### src/rtl/ram16x8_bist.sv
// rtl/ram16x8_bist.sv - two-pass pattern BIST initiator for a 16x8 synchronous RAM
// Writes SEED^{a,a} then reads and compares, then repeats with the inverted pattern.
module ram16x8_bist #(
  parameter logic [7:0] SEED   = 8'h55,
  parameter int         RD_LAT = 1
) (
  input  logic       clock,
  input  logic       rst_n,
  input  logic       start,
  output logic [7:0] wr_data,
  output logic [3:0] w_addr,
  output logic       wen,
  output logic [3:0] r_addr,
  output logic       ren,
  input  logic [7:0] dout,
  output logic       busy,
  output logic       done,
  output logic       pass,
  output logic [5:0] err_cnt,
  output logic [3:0] first_err_addr
);

  typedef enum logic [2:0] {IDLE, W0, R0, D0, W1, R1, D1, FIN} state_t;
  localparam logic [3:0] DRAIN_LAST = 4'(RD_LAT - 1);

  state_t      state_q;
  logic [3:0]  cnt_q;
  logic [7:0]  wr_data_q;
  logic [3:0]  w_addr_q;
  logic        wen_q;
  logic [3:0]  r_addr_q;
  logic        ren_q;
  logic [7:0]  rexp_q;
  logic        busy_q;
  logic        done_q;
  logic        pass_q;
  logic [5:0]  err_cnt_q;
  logic [3:0]  first_err_q;

  logic [RD_LAT-1:0] vld_q;
  logic [7:0]        exp_q [RD_LAT];
  logic [3:0]        adr_q [RD_LAT];

  logic              mism;
  logic [5:0]        err_cnt_d;
  logic [3:0]        first_err_d;

  function automatic logic [7:0] pat(input logic [3:0] a, input logic inv);
    return (SEED ^ {a, a}) ^ {8{inv}};
  endfunction

  // Tagged expected data emerges from the last stage on the edge dout is valid.
  always_comb begin
    mism        = vld_q[RD_LAT-1] && (dout != exp_q[RD_LAT-1]);
    err_cnt_d   = err_cnt_q + {5'd0, mism};
    first_err_d = (mism && err_cnt_q == 6'd0) ? adr_q[RD_LAT-1] : first_err_q;
  end

  always_ff @(posedge clock or negedge rst_n) begin
    if (!rst_n) begin
      vld_q <= '0;
      for (int i = 0; i < RD_LAT; i++) begin
        exp_q[i] <= '0;
        adr_q[i] <= '0;
      end
    end else begin
      vld_q[0] <= ren_q;
      exp_q[0] <= rexp_q;
      adr_q[0] <= r_addr_q;
      for (int i = 1; i < RD_LAT; i++) begin
        vld_q[i] <= vld_q[i-1];
        exp_q[i] <= exp_q[i-1];
        adr_q[i] <= adr_q[i-1];
      end
    end
  end

  always_ff @(posedge clock or negedge rst_n) begin
    if (!rst_n) begin
      state_q     <= IDLE;
      cnt_q       <= '0;
      wr_data_q   <= '0;
      w_addr_q    <= '0;
      wen_q       <= 1'b0;
      r_addr_q    <= '0;
      ren_q       <= 1'b0;
      rexp_q      <= '0;
      busy_q      <= 1'b0;
      done_q      <= 1'b0;
      pass_q      <= 1'b0;
      err_cnt_q   <= '0;
      first_err_q <= '0;
    end else begin
      done_q      <= 1'b0;
      wen_q       <= 1'b0;
      ren_q       <= 1'b0;
      err_cnt_q   <= err_cnt_d;
      first_err_q <= first_err_d;
      case (state_q)
        IDLE: if (start) begin
          state_q     <= W0;
          busy_q      <= 1'b1;
          pass_q      <= 1'b0;
          err_cnt_q   <= '0;
          first_err_q <= '0;
          cnt_q       <= '0;
          wen_q       <= 1'b1;
          w_addr_q    <= '0;
          wr_data_q   <= pat(4'd0, 1'b0);
        end
        W0, W1: begin
          if (cnt_q == 4'd15) begin
            state_q  <= (state_q == W0) ? R0 : R1;
            cnt_q    <= '0;
            ren_q    <= 1'b1;
            r_addr_q <= '0;
            rexp_q   <= pat(4'd0, state_q == W1);
          end else begin
            cnt_q     <= cnt_q + 4'd1;
            wen_q     <= 1'b1;
            w_addr_q  <= cnt_q + 4'd1;
            wr_data_q <= pat(cnt_q + 4'd1, state_q == W1);
          end
        end
        R0, R1: begin
          if (cnt_q == 4'd15) begin
            state_q <= (state_q == R0) ? D0 : D1;
            cnt_q   <= '0;
          end else begin
            cnt_q    <= cnt_q + 4'd1;
            ren_q    <= 1'b1;
            r_addr_q <= cnt_q + 4'd1;
            rexp_q   <= pat(cnt_q + 4'd1, state_q == R1);
          end
        end
        D0: begin
          if (cnt_q == DRAIN_LAST) begin
            state_q   <= W1;
            cnt_q     <= '0;
            wen_q     <= 1'b1;
            w_addr_q  <= '0;
            wr_data_q <= pat(4'd0, 1'b1);
          end else begin
            cnt_q <= cnt_q + 4'd1;
          end
        end
        D1: begin
          if (cnt_q == DRAIN_LAST) begin
            state_q <= FIN;
            cnt_q   <= '0;
            busy_q  <= 1'b0;
            done_q  <= 1'b1;
            pass_q  <= (err_cnt_d == 6'd0);
          end else begin
            cnt_q <= cnt_q + 4'd1;
          end
        end
        FIN:     state_q <= IDLE;
        default: state_q <= IDLE;
      endcase
    end
  end

  assign wr_data        = wr_data_q;
  assign w_addr         = w_addr_q;
  assign wen            = wen_q;
  assign r_addr         = r_addr_q;
  assign ren            = ren_q;
  assign busy           = busy_q;
  assign done           = done_q;
  assign pass           = pass_q;
  assign err_cnt        = err_cnt_q;
  assign first_err_addr = first_err_q;

endmodule

### config.mk
export PLATFORM = sky130hd
export DESIGN_NAME = ram16x8_bist
export DESIGN_NICKNAME = d
export VERILOG_FILES = /design/src/rtl/ram16x8_bist.sv
export SDC_FILE = /design/constraint.sdc
export NUM_CORES = 1
export LEC_CHECK = 0
export CORE_UTILIZATION = 33
export DETAILED_ROUTE_END_ITERATION = 7
export DONT_BUFFER_PORTS = 1
export GPL_ROUTABILITY_DRIVEN = 0
export MAX_ROUTING_LAYER = met4
export PLACE_DENSITY = 0.46
export SYNTH_ARGS = -nofsm -noshare
export SYNTH_HDL_FRONTEND = slang
export SYNTH_SLANG_ARGS = --single-unit
### constraint.sdc
create_clock -name clock -period 1.7 [get_ports clock]
set_input_delay 0.17 -clock clock [delete_from_list [all_inputs] [get_ports clock]]
set_output_delay 0.17 -clock clock [all_outputs]
set_load 0.02 [all_outputs]
==> flow_summary_export.csv, run 1 <==
group,metric,value,unit
status,outcome,"finished, violations left",
status,failed_checks,"negative setup slack",
finish,nets,321,
clock_tree,cts_tree,"yes",
power,p_leak,0.00151,uW
logic_synthesis,synth_ff_type,"dfrtp_1",
logic_synthesis,seq_area_frac_synth,0.466,
grt,antenna_found_initial,0,
timing,drv_slew,0,
drt,vias_per_cell,5.17,
clock_tree,cts.clk_slew.worst_paths,90,ps
logic_synthesis,ys_warn_count,0,
logic_synthesis,ys_ff_latch,47,
drt,drt_iter0_markers,88,
worst_setup_path,cp.required,1920,ps
timing,grt_setup_unrepaired,"true",
drt,routedWlPerCell,15.8,microns
power,p_sw_frac,0.430,
power,power.density,2240,mW/mm^2
die,pin_count,42,
power,pwr-share-seq,0.321,
min_path,hold_end,"err_cnt[2]",
clock_tree,htree_num_levels,2,
min_path,hold_path_class,"input port to flop",
placement,io_buffers,0,
worst_setup_path,worstPathArrival,2120,ps
die,die_h,89.5,microns
power,power,7570,uW
clock_tree,cts_buffer_depth,2,
power,p_comb_frac,0.586,
finish,fill_cells,686,
timing,finalHoldViolCount,0,
logic_synthesis,syn-cell-area,0.00253,sq mm
grt,track_usage,0.177,
die,rows,31,
drt,drc,0,
logic_synthesis,synthArstFlopShare,1.00,
logic_synthesis,synthCells,258,
die,fp.dieW,89.5,microns
logic_synthesis,syn_nets,273,
timing,tightestPinTransition,400,ps
timing,setup_viol,13,
worst_setup_path,critPathLaunch,"exp_q[6]",
timing,skew,4.37,ps
power,switchingPower,3260,uW
grt,gr-total-overflow,0,
worst_setup_path,reg2reg_setup_slack,-190,ps
finish,area_growth,33.5,%
drt,dr.pass1.iters,4,
clock_tree,cts.sinks,47,
die,core_area,0.00733,sq mm
drt,vias,2098,
power,clockPowerShare,0.094,
drt,postRouteAntennaNets,0,
timing,post-route-period-util,1.11,
power,vdd_drop_max,0.872,mV
grt,grt_pass1_vias,2074,
timing,setup_ws,-193,ps
clock_tree,cts_made_buffers,5,
logic_synthesis,yosysUniqueCellTypes,47,
worst_setup_path,r2r-end,"pass",
worst_setup_path,crit_path_max_fanout,4,
min_path,min_from,"start",
worst_setup_path,crit_type,"flop to flop",
clock_tree,clock_latency,310,ps
power,p_int,4310,uW
min_path,whs_path_depth,2,
timing,slew_headroom,0.734,
clock_tree,cts_root_buf,"clkbuf_8",
drt,drt_wl_total,6430,microns
run,maxCapViolations,0,
timing,setup_tns,-1280,ps
worst_setup_path,reg2reg_from,"exp_q[6]",
timing,fmax,0.528,GHz
timing,fin_crit,1890,ps
logic_synthesis,synth.avg_cell_area,9.79,sq um
worst_setup_path,end_kind,"flop",
logic_synthesis,synth-edff-count,0,
placement,dpl_worst_slack,-233,ps
grt,grt_pass1_wl,10300,microns
grt,grt_max_degree,48,
worst_setup_path,start_kind,"flop",
finish,num_antenna_cells,0,
placement,dp_hpwl,4610,microns
worst_setup_path,reg2reg_depth,9,
die,design.die.area,0.00801,sq mm
die,start_util,0.345,
finish,drive_gt1_frac,0.355,
power groups by stage:
stage	clock, uW	combinational, uW	sequential, uW
3_3_place_gp	0	3930	2400
3_5_place_dp	0	3930	2410
6_report	709	4430	2430
5_1_grt	775	4870	2520
2_1_floorplan	0	2770	2220
4_1_cts	737	4420	2410
final cells by class:
cell class / count / area (sq um) / share of cell area
tap: 99 / 124 / 0.0367
sequential: 47 / 1180 / 0.350
clock inverter: 3 / 25.0 / 0.00742
clock buffer: 5 / 68.8 / 0.0204
timing repair buffer: 61 / 527 / 0.156
multi-input combinational: 180 / 1410 / 0.417
inverter: 11 / 43.8 / 0.0130
worst max path at each step:
stage / endpoint / slack [ps] / cells after the start
4_1_cts: pass / -230 / 9
3_3_place_gp: pass / -180 / 9
3_5_place_dp: pass / -230 / 9
2_1_floorplan: pass / -30 / 9
5_1_grt: pass / -290 / 9
6_report: pass / -190 / 9
worst max-delay path, stage by stage, from the launching register on:
cell,delay (ps)
dfrtp_1,400
and3_1,160
o22ai_2,200
o21a_1,210
ha_4,160
ha_4,160
and3_1,150
o211ai_1,80
o41a_1,110
o31ai_1,190
cell usage after synthesis, drive strengths merged (5+ instances only):
cell   count  area share
and3       8       0.020
nand2     18       0.027
a21oi      8       0.017
o21ai     13       0.026
mux2i      7       0.028
nor3      12       0.024
inv       11       0.016
nor2      23       0.034
a31oi      5       0.012
buf       16       0.041
mux2       7       0.031
o22ai      8       0.020
nand3     10       0.020
dfrtp     47        0.47
xnor2      5       0.017
cells by family after synthesis:
group,after synthesis,share of synthesized area
AO/OA/AOI/OAI,65,0.187
XOR/XNOR,9,0.0312
adder cells (fa/ha/maj),4,0.0198
buffers and inverters,31,0.0629
flip-flops,47,0.466
multiplexers,14,0.0589
AND/OR/NAND/NOR,88,0.175
layer usage:
layer,up-vias,GRT usage,share of wire
met5,-,-,0
met1,1024,0.221,0.46
met4,0,0.0722,0.016
met3,8,0.0369,0.042
li1,1029,-,-
met2,37,0.280,0.48
timing repair:
item	CTS	global route
endpoints found under the hold margin	47	0
resized for setup	17	28
endpoints found under the setup margin	20	29
hold buffers	2	0
setup buffers	5	5
pin swaps	4	13
gates cloned	1	0
cells in the final DEF (no fill, tap or decap), types with 3 or more instances in the layout:
master,synthesis,final
a31oi_1,5,4
nor2b_1,4,4
ha_4,0,4
and3_1,8,5
o211ai_1,3,3
nand2b_1,4,4
inv_1,11,9
o21ai_0,10,7
and2_1,4,4
o21ai_1,3,4
nor2_1,23,23
mux2_4,0,7
dfrtp_2,0,3
o22ai_1,8,6
buf_6,2,9
mux2i_1,7,7
buf_4,4,49
xor2_1,4,3
nor3_1,12,7
o221ai_1,3,3
dfrtp_1,47,44
xnor2_1,5,4
a211oi_1,4,3
clkbuf_8,0,5
a21oi_1,7,6
nand3_1,10,8
nand2_1,18,18
nor3_2,0,5
stage by stage:
step / utilization / hold slack, ps / cell area [sq um] / instances
2_1_floorplan: - / -126 / 2600 / 258
3_3_place_gp: 0.407 / -124 / 2980 / 387
3_5_place_dp: 0.407 / -125 / 2980 / 387
4_1_cts: 0.444 / 121 / 3260 / 403
5_1_grt: 0.460 / 134 / 3370 / 406
6_report: 0.460 / 114 / 3370 / 406
sequential cells by signal (all words and copies together), names as in the netlist:
name,cells
r_addr,4
wr_data,4
cnt_q,4
adr_q,4
wen,1
err_cnt,6
ren,1
w_addr,4
state_q,3
vld_q,1
rexp_q,4
first_err_addr,4
pass,1
busy,1
exp_q,4
done,1
(Power assumes the default switching activity.)
==> run 2: changes to the inputs <==
- PLACE_DENSITY: 0.46 -> 0.48
==> run 2 against run 1 <==
Critical endpoint unchanged. Clock skew up 4.8 ps. Combinational power down 1%. Routed wire length down 0.14%. Non-clock buffer count up 1. First-iteration DRC count up 38%. The flow still finishes with violations (negative setup slack). Via count down 0.48%. Clock power up 22%. Fmax up 0.61%. Sequential share of layout area down 0.54 points. Clock-buffer cell count unchanged.
==> flow_summary_export.csv, run 2 (same netlist as run 1, synthesis figures left out) <==
group,metric,value,unit
timing,skew,9.14,ps
finish,final_common_cell,"buf_4",
run,maxCapViolations,0,
grt,track_usage,0.171,
drt,drc,0,
drt,postRouteAntennaNets,0,
finish,largest_reg_flops,6,
status,failed_checks,"negative setup slack",
min_path,hold_end,"err_cnt[2]",
power,p_leak,0.00152,uW
timing,setup_ws,-182,ps
min_path,min_from,"start",
drt,vias,2088,
finish,stdcell_area,0.00342,sq mm
worst_setup_path,r2r-end,"pass",
die,die_h,89.5,microns
worst_setup_path,reg2reg_from,"exp_q[4]",
clock_tree,cts.clk_slew.worst_paths,100,ps
worst_setup_path,end_kind,"flop",
clock_tree,cts_tree,"yes",
timing,setup_viol,14,
drt,drt_iter0_markers,121,
drt,dr.pass1.iters,4,
finish,drive_gt1_frac,0.370,
worst_setup_path,crit_path_max_fanout,4,
die,design.die.area,0.00801,sq mm
placement,dpl_worst_slack,-204,ps
finish,num_antenna_cells,0,
drt,vias_per_cell,5.13,
clock_tree,cts.sinks,47,
power,vdd_drop_max,1.06,mV
worst_setup_path,cp.required,1910,ps
timing,finalHoldViolCount,0,
finish,nets,322,
power,power,7690,uW
timing,setup_tns,-1050,ps
power,power.density,2250,mW/mm^2
worst_setup_path,reg2reg_setup_slack,-180,ps
clock_tree,htree_num_levels,2,
status,outcome,"finished, violations left",
grt,gr-total-overflow,0,
timing,slew_headroom,0.720,
grt,antenna_found_initial,0,
worst_setup_path,start_kind,"flop",
timing,grt_setup_unrepaired,"true",
die,fp.dieW,89.5,microns
grt,grt_pass1_vias,1993,
finish,area_growth,35.5,%
finish,most-common-layout-cells,"51 x buf_4, 45 x dfrtp_1, 22 x nor2_1, 18 x nand2_1, 9 x inv_1",
timing,fmax,0.531,GHz
min_path,whs_path_depth,2,
die,start_util,0.345,
clock_tree,cts_made_buffers,5,
placement,io_buffers,0,
timing,tightestPinTransition,418,ps
clock_tree,cts_root_buf,"clkbuf_8",
min_path,hold_path_class,"input port to flop",
clock_tree,cts_buffer_depth,2,
timing,fin_crit,1880,ps
drt,routedWlPerCell,15.8,microns
placement,dpl_cell_area,0.00301,sq mm
grt,grt_max_degree,48,
grt,grt_pass1_wl,9950,microns
worst_setup_path,worstPathArrival,2090,ps
die,core_area,0.00733,sq mm
timing,post-route-period-util,1.11,
die,rows,31,
placement,dp_hpwl,4590,microns
die,pin_count,42,
drt,drt_wl_total,6420,microns
worst_setup_path,crit_type,"flop to flop",
timing,drv_slew,0,
clock_tree,clock_latency,300,ps
worst_setup_path,reg2reg_depth,9,
-- run 2: repair_timing --
action                                  in CTS  in global routing
endpoints found under the hold margin       47                  0
resized for setup                           20                 23
pin swaps                                    5                 11
endpoints found under the setup margin      20                 26
setup buffers                                5                  4
hold buffers                                 2                  0
-- run 2: layer usage --
layer	part of all wire	up-vias	global-route usage
li1	-	1035	-
met2	0.48	39	0.284
met1	0.47	1010	0.215
met5	0	-	-
met3	0.042	4	0.0397
met4	0.0053	0	0.0303
-- run 2: cell type report --
type | count | area (sq um)
fillers | 702 | 3910
well taps | 99 | 124
clock buffers | 5 | 68.8
multi-input cells | 180 | 1410
clock inverters | 3 | 46.3
flip-flops and latches | 47 | 1180
repair buffers | 62 | 548
inverters | 11 | 43.8
-- run 2: power breakdown --
group          leakage, uW  internal (uW)  switching (uW)  total (uW)
clock            0.0000548            444             418         862
sequential        0.000574           1620             822        2450
combinational     0.000894           2380            2000        4380
total              0.00152           4450            3240        7690
-- run 2: worst max path at each step --
stage                     startpoint        to  slack, ps  depth (start not counted)
after global placement      cnt_q[1]  cnt_q[1]       -180                          6
after global routing        exp_q[6]      pass       -320                          9
after floorplan             exp_q[6]      pass        -30                          9
after detailed placement    exp_q[6]      pass       -200                          9
final                       exp_q[4]      pass       -180                          9
after CTS                   exp_q[4]      pass       -210                          9
-- run 2: worst max-delay path, stage by stage, from the launching register on --
cell      delay, ps
dfrtp_1         400
and3_4          170
o22ai_2         150
o21a_1          180
ha_2            210
ha_4            160
and3_1          140
o211ai_1         80
o41a_1          120
o31ai_1         180
-- run 2: per-stage QoR --
stage,hold WS (ps),utilization,instances
2_1_floorplan,-126,-,258
3_3_place_gp,-124,0.411,388
3_5_place_dp,-123,0.411,388
4_1_cts,125,0.450,403
5_1_grt,132,0.467,407
6_report,133,0.467,407
